[src/rtl/fib_pkg.sv]
`default_nettype none
// ============================================================================
// Module      : fib_pkg
// Description : Shared types and constants for the Fibonacci BCD generator.
// Revision    : 1.0 - initial release
// ============================================================================
package fib_pkg;

    // Bits per BCD digit
    localparam int BCD_W = 4;

    // Default number of BCD digits in the output term
    localparam int DEFAULT_DIGITS = 4;

    // Sequencer states
    typedef enum logic [1:0] {
        IDLE = 2'd0,
        EMIT = 2'd1,
        ADD  = 2'd2,
        FIN  = 2'd3
    } fib_state_t;

endpackage
`default_nettype wire

[src/rtl/bcd_digit_add.sv]
`default_nettype none
// ============================================================================
// Module      : bcd_digit_add
// Description : One-digit BCD adder with carry in/out; chained per digit.
// Revision    : 1.0 - initial release
// ============================================================================
module bcd_digit_add
    import fib_pkg::*;
(
    input  logic [BCD_W-1:0] x,
    input  logic [BCD_W-1:0] y,
    input  logic             cin,
    output logic [BCD_W-1:0] s,
    output logic             cout
);

    // Raw binary sum fits in 5 bits (max 9+9+1 = 19)
    logic [BCD_W:0]   w_raw;
    logic [BCD_W-1:0] w_adj;
    logic             w_gt9;

    assign w_raw = {1'b0, x} + {1'b0, y} + {{BCD_W{1'b0}}, cin};
    assign w_gt9 = (w_raw > 5'd9);
    // Adding 6 skips the six unused codes; the carry is taken from w_gt9
    assign w_adj = w_raw[BCD_W-1:0] + 4'd6;

    assign s    = w_gt9 ? w_adj : w_raw[BCD_W-1:0];
    assign cout = w_gt9;

endmodule
`default_nettype wire

[src/rtl/fib_gen.sv]
`default_nettype none
// ============================================================================
// Module      : fib_gen
// Description : Fibonacci sequence generator with packed BCD output and a
//               valid/ready handshake. Stops at the requested term count or
//               when the next term would not fit in DIGITS digits.
// Revision    : 1.0 - initial release
// ============================================================================
module fib_gen
    import fib_pkg::*;
#(
    parameter int DIGITS = DEFAULT_DIGITS
)
(
    input  logic                    clk,
    input  logic                    reset,
    input  logic                    start,
    input  logic [7:0]              n_terms,
    output logic [BCD_W*DIGITS-1:0] out_bcd,
    output logic                    out_valid,
    input  logic                    out_ready,
    output logic                    busy,
    output logic                    done,
    output logic                    overflow
);

    localparam int             c_W   = BCD_W * DIGITS;
    localparam logic [c_W-1:0] c_ONE = c_W'(1);

    fib_state_t     r_state;
    logic [c_W-1:0] r_a;
    logic [c_W-1:0] r_b;
    logic           r_b_ovf;
    logic [7:0]     r_cnt;
    logic [7:0]     r_n_lat;
    logic           r_out_valid;
    logic           r_busy;
    logic           r_done;
    logic           r_overflow;

    logic [c_W-1:0] w_sum;
    logic [DIGITS:0] w_carry;
    logic [7:0]     w_cnt_inc;
    logic           w_handshake;

    assign w_cnt_inc   = r_cnt + 8'd1;
    assign w_handshake = r_out_valid && out_ready;

    // Ripple BCD adder computing a+b, digit 0 first
    assign w_carry[0] = 1'b0;
    for (genvar gi = 0; gi < DIGITS; gi++) begin : g_digit
        bcd_digit_add u_digit (
            .x    (r_a[gi*BCD_W +: BCD_W]),
            .y    (r_b[gi*BCD_W +: BCD_W]),
            .cin  (w_carry[gi]),
            .s    (w_sum[gi*BCD_W +: BCD_W]),
            .cout (w_carry[gi+1])
        );
    end

    // Sequencer: term registers, counters and registered outputs
    always_ff @(posedge clk or posedge reset) begin
        if (reset) begin
            r_state     <= IDLE;
            r_a         <= '0;
            r_b         <= c_ONE;
            r_b_ovf     <= 1'b0;
            r_cnt       <= 8'd0;
            r_n_lat     <= 8'd0;
            r_out_valid <= 1'b0;
            r_busy      <= 1'b0;
            r_done      <= 1'b0;
            r_overflow  <= 1'b0;
        end else begin
            r_done <= 1'b0;
            case (r_state)
                IDLE: begin
                    if (start) begin
                        r_a        <= '0;
                        r_b        <= c_ONE;
                        r_b_ovf    <= 1'b0;
                        r_cnt      <= 8'd0;
                        r_n_lat    <= n_terms;
                        r_overflow <= 1'b0;
                        r_busy     <= 1'b1;
                        if (n_terms == 8'd0) begin
                            r_state <= FIN;
                            r_done  <= 1'b1;
                        end else begin
                            r_state     <= EMIT;
                            r_out_valid <= 1'b1;
                        end
                    end
                end
                EMIT: begin
                    if (w_handshake) begin
                        r_cnt       <= w_cnt_inc;
                        r_out_valid <= 1'b0;
                        if (w_cnt_inc == r_n_lat) begin
                            r_state <= FIN;
                            r_done  <= 1'b1;
                        end else if (r_b_ovf) begin
                            // Next term does not fit: end rather than show a wrapped value
                            r_state    <= FIN;
                            r_done     <= 1'b1;
                            r_overflow <= 1'b1;
                        end else begin
                            r_state <= ADD;
                        end
                    end
                end
                ADD: begin
                    r_a         <= r_b;
                    r_b         <= w_sum;
                    r_b_ovf     <= w_carry[DIGITS];
                    r_state     <= EMIT;
                    r_out_valid <= 1'b1;
                end
                FIN: begin
                    r_state <= IDLE;
                    r_busy  <= 1'b0;
                end
                default: begin
                    r_state <= IDLE;
                end
            endcase
        end
    end

    assign out_bcd   = r_a;
    assign out_valid = r_out_valid;
    assign busy      = r_busy;
    assign done      = r_done;
    assign overflow  = r_overflow;

endmodule
`default_nettype wire

[config.mk]
export PLATFORM = sky130hd
export DESIGN_NAME = fib_gen
export DESIGN_NICKNAME = d
export VERILOG_FILES = /design/src/rtl/fib_pkg.sv /design/src/rtl/bcd_digit_add.sv /design/src/rtl/fib_gen.sv
export SDC_FILE = /design/constraint.sdc
export NUM_CORES = 1
export LEC_CHECK = 0
export CORE_ASPECT_RATIO = 1.2
export CORE_UTILIZATION = 33
export CTS_CLUSTER_SIZE = 14
export DETAILED_ROUTE_END_ITERATION = 8
export PLACE_DENSITY = 0.47
export SLEW_MARGIN = 20
export SYNTH_ARGS = -nofsm -noshare
export SYNTH_HDL_FRONTEND = slang
export SYNTH_SLANG_ARGS = --single-unit
[constraint.sdc]
create_clock -name clk -period 7.8 [get_ports clk]
set_input_delay 1.56 -clock clk [delete_from_list [all_inputs] [get_ports clk]]
set_output_delay 1.56 -clock clk [all_outputs]
set_load 0.05 [all_outputs]
Yosys cells after proc, flatten, opt, wreduce, memory -nomap -nowiden
Index checks and enable logic that the tools add are counted.
Cells by class
  add/sub/neg operators: 12
  order comparisons: 4
  muxes and demuxes: 35
  reduce and logical (&&, ||, !) cells: 14
  equal/unequal tests: 9
Operators with widths (count)
  16-bit one-hot mux with 2 select lines: 2
  16-bit 2-to-1 mux: 2
  4-bit by 4-bit adder with 5-bit output: 4
  5-bit by 4-bit > comparator with 1-bit output (second input constant): 4
  4-bit by 3-bit adder with 4-bit output (second input constant): 4
  4-bit 2-to-1 mux: 4
  8-bit 2-to-1 mux: 2
  8-bit one-hot mux with 2 select lines: 1
  5-bit by 1-bit adder with 5-bit output: 3
  1-bit 2-to-1 mux: 15
  2-bit inequality test (second input constant): 5
  8-bit by 1-bit adder with 8-bit output (second input constant): 1
  8-bit equality test: 1
  8-bit logical NOT: 1
  1-bit one-hot mux with 2 select lines: 4
  2-bit one-hot mux with 4 select lines: 1
  2-bit AND reduction: 4
  2-bit 2-to-1 mux: 3
  2-bit nonzero test: 3
  5-bit AND reduction: 1
  2-bit equality test (second input constant): 2
  4-bit AND reduction: 1
  1-bit one-hot mux with 3 select lines: 1
  3-bit AND reduction: 1
  other kinds (4): 4
Word-level totals
  bits in registers: 55
  input bits: 12
  word-level logic and storage cells: 84
  output and inout port bits: 20

Logic depth before layout (Yosys ltp)
Gate-level depths: netlist of the first run.
  word-level depth: 10
  gate-level depth with buffers: 30
  gate-level depth less buffers: 30

By module
Synthesis of the first run repeated with hierarchy kept, for this count alone.
Unflattened totals
  cells, all modules: 309
  area, all modules: 3434.5 µm²
By module, submodules not included
  fib_gen: seq. area each 1377.6 µm², area an instance 2588.7 µm², cells each 221, instances 1
  bcd_digit_add: seq. area each 0.0 µm², area an instance 211.5 µm², cells each 22, instances 4

Worst setup path after synthesis of the first run
Ideal clock, no wire load.
  path kind: flip-flop to flip-flop
  start point: reg r_a[0] (netlist: out_bcd[0])
  end point: reg r_b[14]
  period minus slack after synthesis: 6.005 ns
  stages on the path, launching flop included: 30
  data required time: 7.679 ns
  arrival time: 5.884 ns
  path slack: 1.795 ns
  buffers on the path: 0
  cells stage by stage: dfrtp_1 > ha_1 > inv_1 > fa_1 > nor2b_1 > o21ai_1 > nand2_1 > a21oi_1 > fa_1 > inv_1 > fa_1 > nor2_1 > inv_1 > a21oi_1 > fa_1 > inv_1 > fa_1 > xor2_1 > nor2_1 > inv_1 > a21oi_1 > fa_1 > inv_1 > fa_1 > xnor2_1 > ha_1 > a22o_1 > o31a_1 > o21bai_1 > a22o_1
On the way
  longest elaborated chain between the ends: 10
RTL lines
  start, declared: RTL line fib_gen.sv:31  | logic [c_W-1:0] r_a;
  start signal, assigned: RTL line fib_gen.sv:113  | r_a <= r_b;
  4-bit by 4-bit adder with 5-bit output *: RTL line bcd_digit_add.sv:22  | assign w_raw = {1'b0, x} + {1'b0, y} + {{BCD_W{1'b0}}, cin};
  5-bit by 4-bit > comparator with 1-bit output *: RTL line bcd_digit_add.sv:23  | assign w_gt9 = (w_raw > 5'd9);
  5-bit by 1-bit adder with 5-bit output *: RTL line bcd_digit_add.sv:22
  5-bit by 4-bit > comparator with 1-bit output *: RTL line bcd_digit_add.sv:23
  5-bit by 1-bit adder with 5-bit output *: RTL line bcd_digit_add.sv:22
  5-bit by 4-bit > comparator with 1-bit output *: RTL line bcd_digit_add.sv:23
  5-bit by 1-bit adder with 5-bit output *: RTL line bcd_digit_add.sv:22
  4-bit by 3-bit adder with 4-bit output / 5-bit by 4-bit > comparator with 1-bit output (equally long branches): RTL line bcd_digit_add.sv:25, bcd_digit_add.sv:23
  4-bit 2-to-1 mux *: RTL line bcd_digit_add.sv:27  | assign s = w_gt9 ? w_adj : w_raw[BCD_W-1:0];
  16-bit one-hot mux with 2 select lines *: RTL line fib_gen.sv:76  | case (r_state)
  end signal, assigned: RTL line fib_gen.sv:66  | r_b <= c_ONE;
  end signal, assigned: RTL line fib_gen.sv:80  | r_b <= c_ONE;
  end signal, assigned: RTL line fib_gen.sv:114  | r_b <= w_sum;
  end, declared: RTL line fib_gen.sv:32  | logic [c_W-1:0] r_b;
Every way passes the cells marked *; elsewhere a longest branch is shown, timed or not.
A chain may end at the register's enable or synchronous reset.

Worst setup path after layout of the first run
  start point: reg r_b[0]
  end point: reg r_b[14]
On the way
  longest elaborated chain between the ends: 10
RTL lines (RTL line)
  4-bit by 4-bit adder with 5-bit output *: bcd_digit_add.sv:22
  5-bit by 4-bit > comparator with 1-bit output *: bcd_digit_add.sv:23
  5-bit by 1-bit adder with 5-bit output *: bcd_digit_add.sv:22
  5-bit by 4-bit > comparator with 1-bit output *: bcd_digit_add.sv:23
  5-bit by 1-bit adder with 5-bit output *: bcd_digit_add.sv:22
  5-bit by 4-bit > comparator with 1-bit output *: bcd_digit_add.sv:23
  5-bit by 1-bit adder with 5-bit output *: bcd_digit_add.sv:22
  4-bit by 3-bit adder with 4-bit output / 5-bit by 4-bit > comparator with 1-bit output (equally long branches): bcd_digit_add.sv:25, bcd_digit_add.sv:23
  4-bit 2-to-1 mux *: bcd_digit_add.sv:27
  16-bit one-hot mux with 2 select lines *: fib_gen.sv:76
Marked as above.

==> reports/qor.txt, run 1 <==
Starting Density -> 34.47%
CTS root buf -> sky130_fd_sc_hd__clkbuf_16
layer with the highest usage after global routing -> met2
combinational family with the most area after synthesis -> compound AO/OA/AOI/OAI gates
wire length per cell -> 14.97 µm
portion of the post-synthesis area used by sequential elements -> 41.16%
Final setup viols -> 0
most common cell after layout, fill and taps aside -> sky130_fd_sc_hd__dfrtp_1
Worst-path clk slew -> 0.07 ns
buffer levels on the longest clock path -> 2
initial detailed-routing violation count -> 75
total via count after detailed routing -> 2,541
number of buffers created by CTS -> 5
power density of the placed cells -> 289.3 nW/µm²
diode insertion count for antenna repair -> 0
total I/O pin count -> 32
total instance count after detailed placement -> 481
filler cell count in the final layout -> 968
met2 track demand over resource in global routing -> 25.55%
Post-Synthesis Net Count -> 377
master of the slowest instance on the critical path -> sky130_fd_sc_hd__dfstp_2
Crit Path Max Fanout -> 4
Core Rows -> 39
most prevalent standard cell on the critical path -> sky130_fd_sc_hd__fa_1
Arrival @ worst endpoint -> 6.46 ns
mux cell area share after synthesis -> 5.458%
layout cell share with drive strength beyond 1 -> 7.104%
final routed wirelength across all metal layers -> 7319 µm
post-synthesis share of cell area spent on and, or, nand and nor gates -> 11.81%
Worst Clk Skew -> 0.01114 ns
Hold WC Path Type -> register to register
number of slew-limit violations in the final report -> 0
pin count of the biggest net entering global routing -> 56
ratio of routed vias to standard cells -> 5.196
number of antenna-violating nets in the routed design -> 0
sort of element at the start of the critical path -> register
required arrival time at the worst endpoint -> 7.97 ns
first-pass GRT wire length -> 12,520 µm
RSZ-0062 raised after global routing -> false
CTS Sinks -> 55
drc violations -> 0
Power Total -> 1.143 mW
Max Clock Freq -> 159.0 MHz
growth of design area from synthesis to finish -> 18.06%
count of buffers from port buffering -> 31
top library cells by usage in the layout, fill and taps aside -> 54 x sky130_fd_sc_hd__dfrtp_1, 31 x sky130_fd_sc_hd__clkdlybuf4s50_1, 29 x sky130_fd_sc_hd__nand2_1
met3 Usage GRT -> 2.371%
count of warnings emitted by yosys -> 0
pre-CTS WS -> 1.555 ns
final setup TNS -> 0 ns
TritonCTS clock tree -> built
Distinct cells, synth -> 51
Vert. Die Dim -> 112.3 µm
Tcrit/Tclk final -> 80.66%
routability-driven placement congestion ratio -> 0.7786
post-synth design cell area -> 3347 µm²
antenna violations before repair -> 0
result of the run -> completed
Worst Setup Path Type -> register to register
placeable core region -> 9711 µm²
non-filler cells, final -> 489
H-tree depth -> 2
GRT Resource Usage Total -> 14.84%
Final Worst Setup Slack -> 1.509 ns
maximum single-stage delay on the critical path -> 0.53 ns
quantity of gates resized following cts -> 0
VDD IR max -> 0.1249 mV
final hold vios -> 0
number of global-route vias before repair -> 2,557
average instance area after synthesis -> 9.961 µm²
Worst Max-Slew Pin Slew -> 1.009 ns
compound-cell area share of the yosys netlist -> 19.03%
Clock Latency Late Sink -> 0.29 ns
count of max-cap constraint violations -> 0
number of enable-type register cells in the synthesized netlist -> 0
GRT met1 Usage -> 19.51%
adder-cell share of the synthesized area -> 12.41%
Initial DRT Pass Iterations -> 4
final critical-path required period -> 6.291 ns
synthesis-stage register bit count -> 55
leakage power total -> 1.787 nW
detailed placer's ending HPWL -> 5126 µm
critical path endpoint category -> register
top_reg_cell synth -> sky130_fd_sc_hd__dfrtp_1
CTS Hold Bufs -> 0
die span in x -> 93.94 µm
Post-Synthesis Cells -> 336
number of buffers added for setup after CTS -> 0
Max transition margin -> 31.29%
area of the die -> 10,550 µm²
NumNets Final -> 406
XOR/XNOR Fraction of Synth Area -> 5.907%
global route overflow -> 0
share of flip-flops with an asynchronous set or reset after synthesis -> 100.0%
## logic make-up (layout without fill, tap and decap cells)
| family | count (synthesis) | in the layout |
|---|---|---|
| adder cells (fa/ha/maj) | 29 | 29 |
| AO/OA/AOI/OAI | 96 | 96 |
| multiplexers | 17 | 17 |
| buffers and inverters | 37 | 67 |
| AND/OR/NAND/NOR | 81 | 81 |
| XOR/XNOR | 21 | 21 |
| flip-flops | 55 | 55 |
## worst paths after layout
| path | start | end | slack, ns | cells past startpoint |
|---|---|---|---|---|
| worst max-delay path | r_b[0] | r_b[14] | 1.51 | 28 |
| worst min-delay path | r_b[12] | r_b[12] | 0.49 | 2 |
| worst max register to register | r_b[0] | r_b[14] | 1.51 | 28 |
| worst min register to register | r_b[12] | r_b[12] | 0.49 | 2 |
| max in group asynchronous | reset | r_b[10] | 5.52 | 3 |
| min in group asynchronous | reset | out_valid | 1.79 | 3 |
## flip-flops by register name, indices dropped and copies added (netlist names)
name,count
r_state,2
out_valid,1
r_n_lat,8
r_cnt,8
overflow,1
out_bcd,16
busy,1
r_b_ovf,1
done,1
r_b,16
## cell usage after synthesis, drive strengths merged, types with 2 or more instances
library cell / n / share of area, %
buf: 2 / 0.30
a21o: 7 / 1.6
dfrtp: 54 / 40
fa: 7 / 4.2
o31ai: 5 / 1.1
nand3: 8 / 1.3
xor2: 8 / 2.1
xnor2: 12 / 3.1
mux2: 10 / 3.4
ha: 22 / 8.2
a2bb2oi: 2 / 0.52
a21oi: 20 / 3.0
nand2: 29 / 3.3
mux2i: 7 / 2.1
nor3: 2 / 0.30
o41ai: 2 / 0.52
or4: 3 / 0.67
inv: 27 / 3.0
nor2: 18 / 2.0
and2: 5 / 0.93
a22o: 15 / 3.9
clkbuf: 8 / 0.90
nand4: 2 / 0.37
nand3b: 3 / 0.67
o21ai: 28 / 4.2
a211oi: 4 / 1.0
nor2b: 5 / 0.93
## cell type report
class / instances / area (µm²) / area share, %
multi-input combinational: 244 / 1841 / 46.58
sequential: 55 / 1378 / 34.86
timing repair buffer: 32 / 317.8 / 8.043
tap: 123 / 153.9 / 3.895
clock buffer: 7 / 152.6 / 3.863
inverter: 27 / 101.3 / 2.565
clock inverter: 1 / 7.507 / 0.1900
## layer usage
layer / wire, µm / part of all wire, %
met1: 3448 / 47
met2: 3668 / 50
met3: 166 / 2.3
met4: 37 / 0.51
met5: 0 / 0
## metrics by stage
step           instance area (µm²)  utilization [%]  hold slack [ns]
2_1_floorplan                 3347                -           0.4498
3_3_place_gp                  3791            39.04           0.4656
3_5_place_dp                  3791            39.04           0.4762
4_1_cts                       3951            40.69           0.4923
5_1_grt                       3951            40.69           0.5192
6_report                      3951            40.69           0.4862
## critical path: cells and delay by family, from the launching register on
family          cells  cell delay, ns
buf+inv             6            0.35
flops               1            0.53
fa+ha+maj           9            2.87
simple gates        3            0.40
xor+xnor            3            0.75
compound gates      7            1.26
## power by group
group	internal [mW]	total (mW)	switching [mW]	leakage, nW
registers	0.343	0.392	0.0487	0.733
logic	0.194	0.508	0.313	0.979
clock network	0.137	0.244	0.107	0.0761
total	0.674	1.14	0.469	1.79
Power figures use the tool's default switching activity.
==> run 2: changes to the inputs <==
==> constraint.sdc (replaced) <==
create_clock -name clk -period 6.3 [get_ports clk]
set_input_delay 1.26 -clock clk [delete_from_list [all_inputs] [get_ports clk]]
set_output_delay 1.26 -clock clk [all_outputs]
set_load 0.05 [all_outputs]
==> run 2 against run 1 <==
Compared with the run above: first-iteration DRC count is 19% lower; sequential share of layout area is 1.1 points lower; total power is 31% higher; core utilization is 1.3 points higher; register-to-register slack worse by 1.1 ns; flip-flop and latch count stayed put; critical path type unchanged; largest cell class unchanged.
==> reports/qor.txt, run 2 (synthesis gave the netlist of run 1 again) <==
Worst-path clk slew -> 0.08 ns
layer with the highest usage after global routing -> met2
critical path endpoint category -> register
core occupancy in the finished layout -> 42.00%
total instance count after detailed placement -> 483
Final Worst Setup Slack -> 0.3686 ns
Worst Max-Slew Pin Slew -> 1.061 ns
GRT met1 Usage -> 18.19%
pre-CTS WS -> 0.07841 ns
routability-driven placement congestion ratio -> 0.7503
required arrival time at the worst endpoint -> 6.49 ns
antenna violations before repair -> 0
Clock Latency Late Sink -> 0.30 ns
Worst Setup Path Type -> register to register
growth of design area from synthesis to finish -> 21.87%
Starting Density -> 34.47%
drc violations -> 0
number of buffers created by CTS -> 5
initial detailed-routing violation count -> 61
detailed placer's ending HPWL -> 5168 µm
global route overflow -> 0
number of antenna-violating nets in the routed design -> 0
buffer levels on the longest clock path -> 2
Arrival @ worst endpoint -> 6.13 ns
most prevalent standard cell on the critical path -> sky130_fd_sc_hd__inv_1
total I/O pin count -> 32
top library cells by usage in the layout, fill and taps aside -> 54 x sky130_fd_sc_hd__dfrtp_1, 31 x sky130_fd_sc_hd__clkdlybuf4s50_1, 29 x sky130_fd_sc_hd__nand2_1
Worst Clk Skew -> 0.01016 ns
CTS Hold Bufs -> 0
Tcrit/Tclk final -> 94.15%
Core Rows -> 39
sequential standard cell area -> 1378 µm²
Max transition margin -> 27.75%
TritonCTS clock tree -> built
VDD IR max -> 0.1767 mV
Vert. Die Dim -> 112.3 µm
maximum single-stage delay on the critical path -> 0.53 ns
FF-to-FF Start -> r_b[0]
Crit Path Max Fanout -> 4
total via count after detailed routing -> 2,544
CTS Sinks -> 55
H-tree depth -> 2
Hold WC Path Type -> register to register
number of global-route vias before repair -> 2,605
area of the multi-input gates -> 1898 µm²
master of the slowest instance on the critical path -> sky130_fd_sc_hd__dfstp_2
count of buffers from port buffering -> 31
placeable core region -> 9711 µm²
Max Clock Freq -> 168.6 MHz
ratio of routed vias to standard cells -> 5.150
met2 track demand over resource in global routing -> 26.03%
area of the die -> 10,550 µm²
CTS root buf -> sky130_fd_sc_hd__clkbuf_16
non-filler cells, final -> 494
first-pass GRT wire length -> 12,410 µm
sort of element at the start of the critical path -> register
number of slew-limit violations in the final report -> 0
leakage power total -> 1.831 nW
GRT Resource Usage Total -> 14.84%
Final setup viols -> 0
power density of the placed cells -> 367.1 nW/µm²
result of the run -> completed
launching element of the worst setup path -> r_b[0]
final routed wirelength across all metal layers -> 7295 µm
layout cell share with drive strength beyond 1 -> 12.13%
Initial DRT Pass Iterations -> 4
die span in x -> 93.94 µm
NumNets Final -> 411
met3 Usage GRT -> 2.710%
pin count of the biggest net entering global routing -> 56
final hold vios -> 0
count of max-cap constraint violations -> 0
final critical-path required period -> 5.931 ns
diode insertion count for antenna repair -> 0
filler cell count in the final layout -> 958
most common cell after layout, fill and taps aside -> sky130_fd_sc_hd__dfrtp_1
hold wc startpoint -> r_b[0]
wire length per cell -> 14.77 µm
[run 2: metrics by stage]
stage | setup TNS (ns) | area, µm² | total power [mW] | hold slack (ns)
floorplan | 0 | 3347 | 0.9583 | 0.4498
global placement | 0 | 3806 | 1.124 | 0.4661
detailed placement | 0 | 3806 | 1.127 | 0.4787
CTS | 0 | 3999 | 1.496 | 0.4918
global route | -0.0004765 | 4079 | 1.603 | 0.5233
finish | 0 | 4079 | 1.497 | 0.4914
[run 2: layout make-up]
type	instances	share of cell area, %
multi-input combinational	244	46.53
sequential	55	33.77
timing repair buffer	37	8.712
tap	123	3.773
clock buffer	5	3.067
inverter	27	2.485
clock inverter	3	1.656
[run 2: worst paths after layout]
kind	to	slack [ns]	cells after the start
setup / recovery	r_b[14]	0.37	29
hold / removal	r_b[0]	0.49	2
setup reg to reg	r_b[14]	0.37	29
hold reg to reg	r_b[0]	0.49	2
max in group asynchronous	out_bcd[7]	4.34	3
min in group asynchronous	out_bcd[15]	1.49	3
[run 2: worst max-delay path: cells and delay by family (launching register included)]
family | cells | cell delay, ns
flip-flops | 1 | 0.53
AND/OR/NAND/NOR | 4 | 0.53
buffers and inverters | 7 | 0.42
adder cells (fa/ha/maj) | 9 | 2.85
AO/OA/AOI/OAI | 8 | 1.29
XOR/XNOR | 1 | 0.20
[run 2: metal layers]
layer / up-vias / routed length, µm / part of all wire [%]
met5: - / 0 / 0
met4: 0 / 111 / 1.5
met3: 11 / 209 / 2.9
met2: 32 / 3688 / 51
met1: 1250 / 3287 / 45
li1: 1251 / - / -
[run 2: what timing repair did]
| action | in CTS | in global routing |
|---|---|---|
| setup buffers | 0 | 3 |
| gates resized for setup | 0 | 15 |
| hold endpoints to repair | 0 | 0 |
| endpoints found under the setup margin | 0 | 4 |
[run 2: power by group]
group	leakage (nW)	switching (mW)	internal (mW)
clock	0.0900	0.135	0.228
sequential	0.733	0.0585	0.425
combinational	1.01	0.394	0.258
total	1.83	0.587	0.911
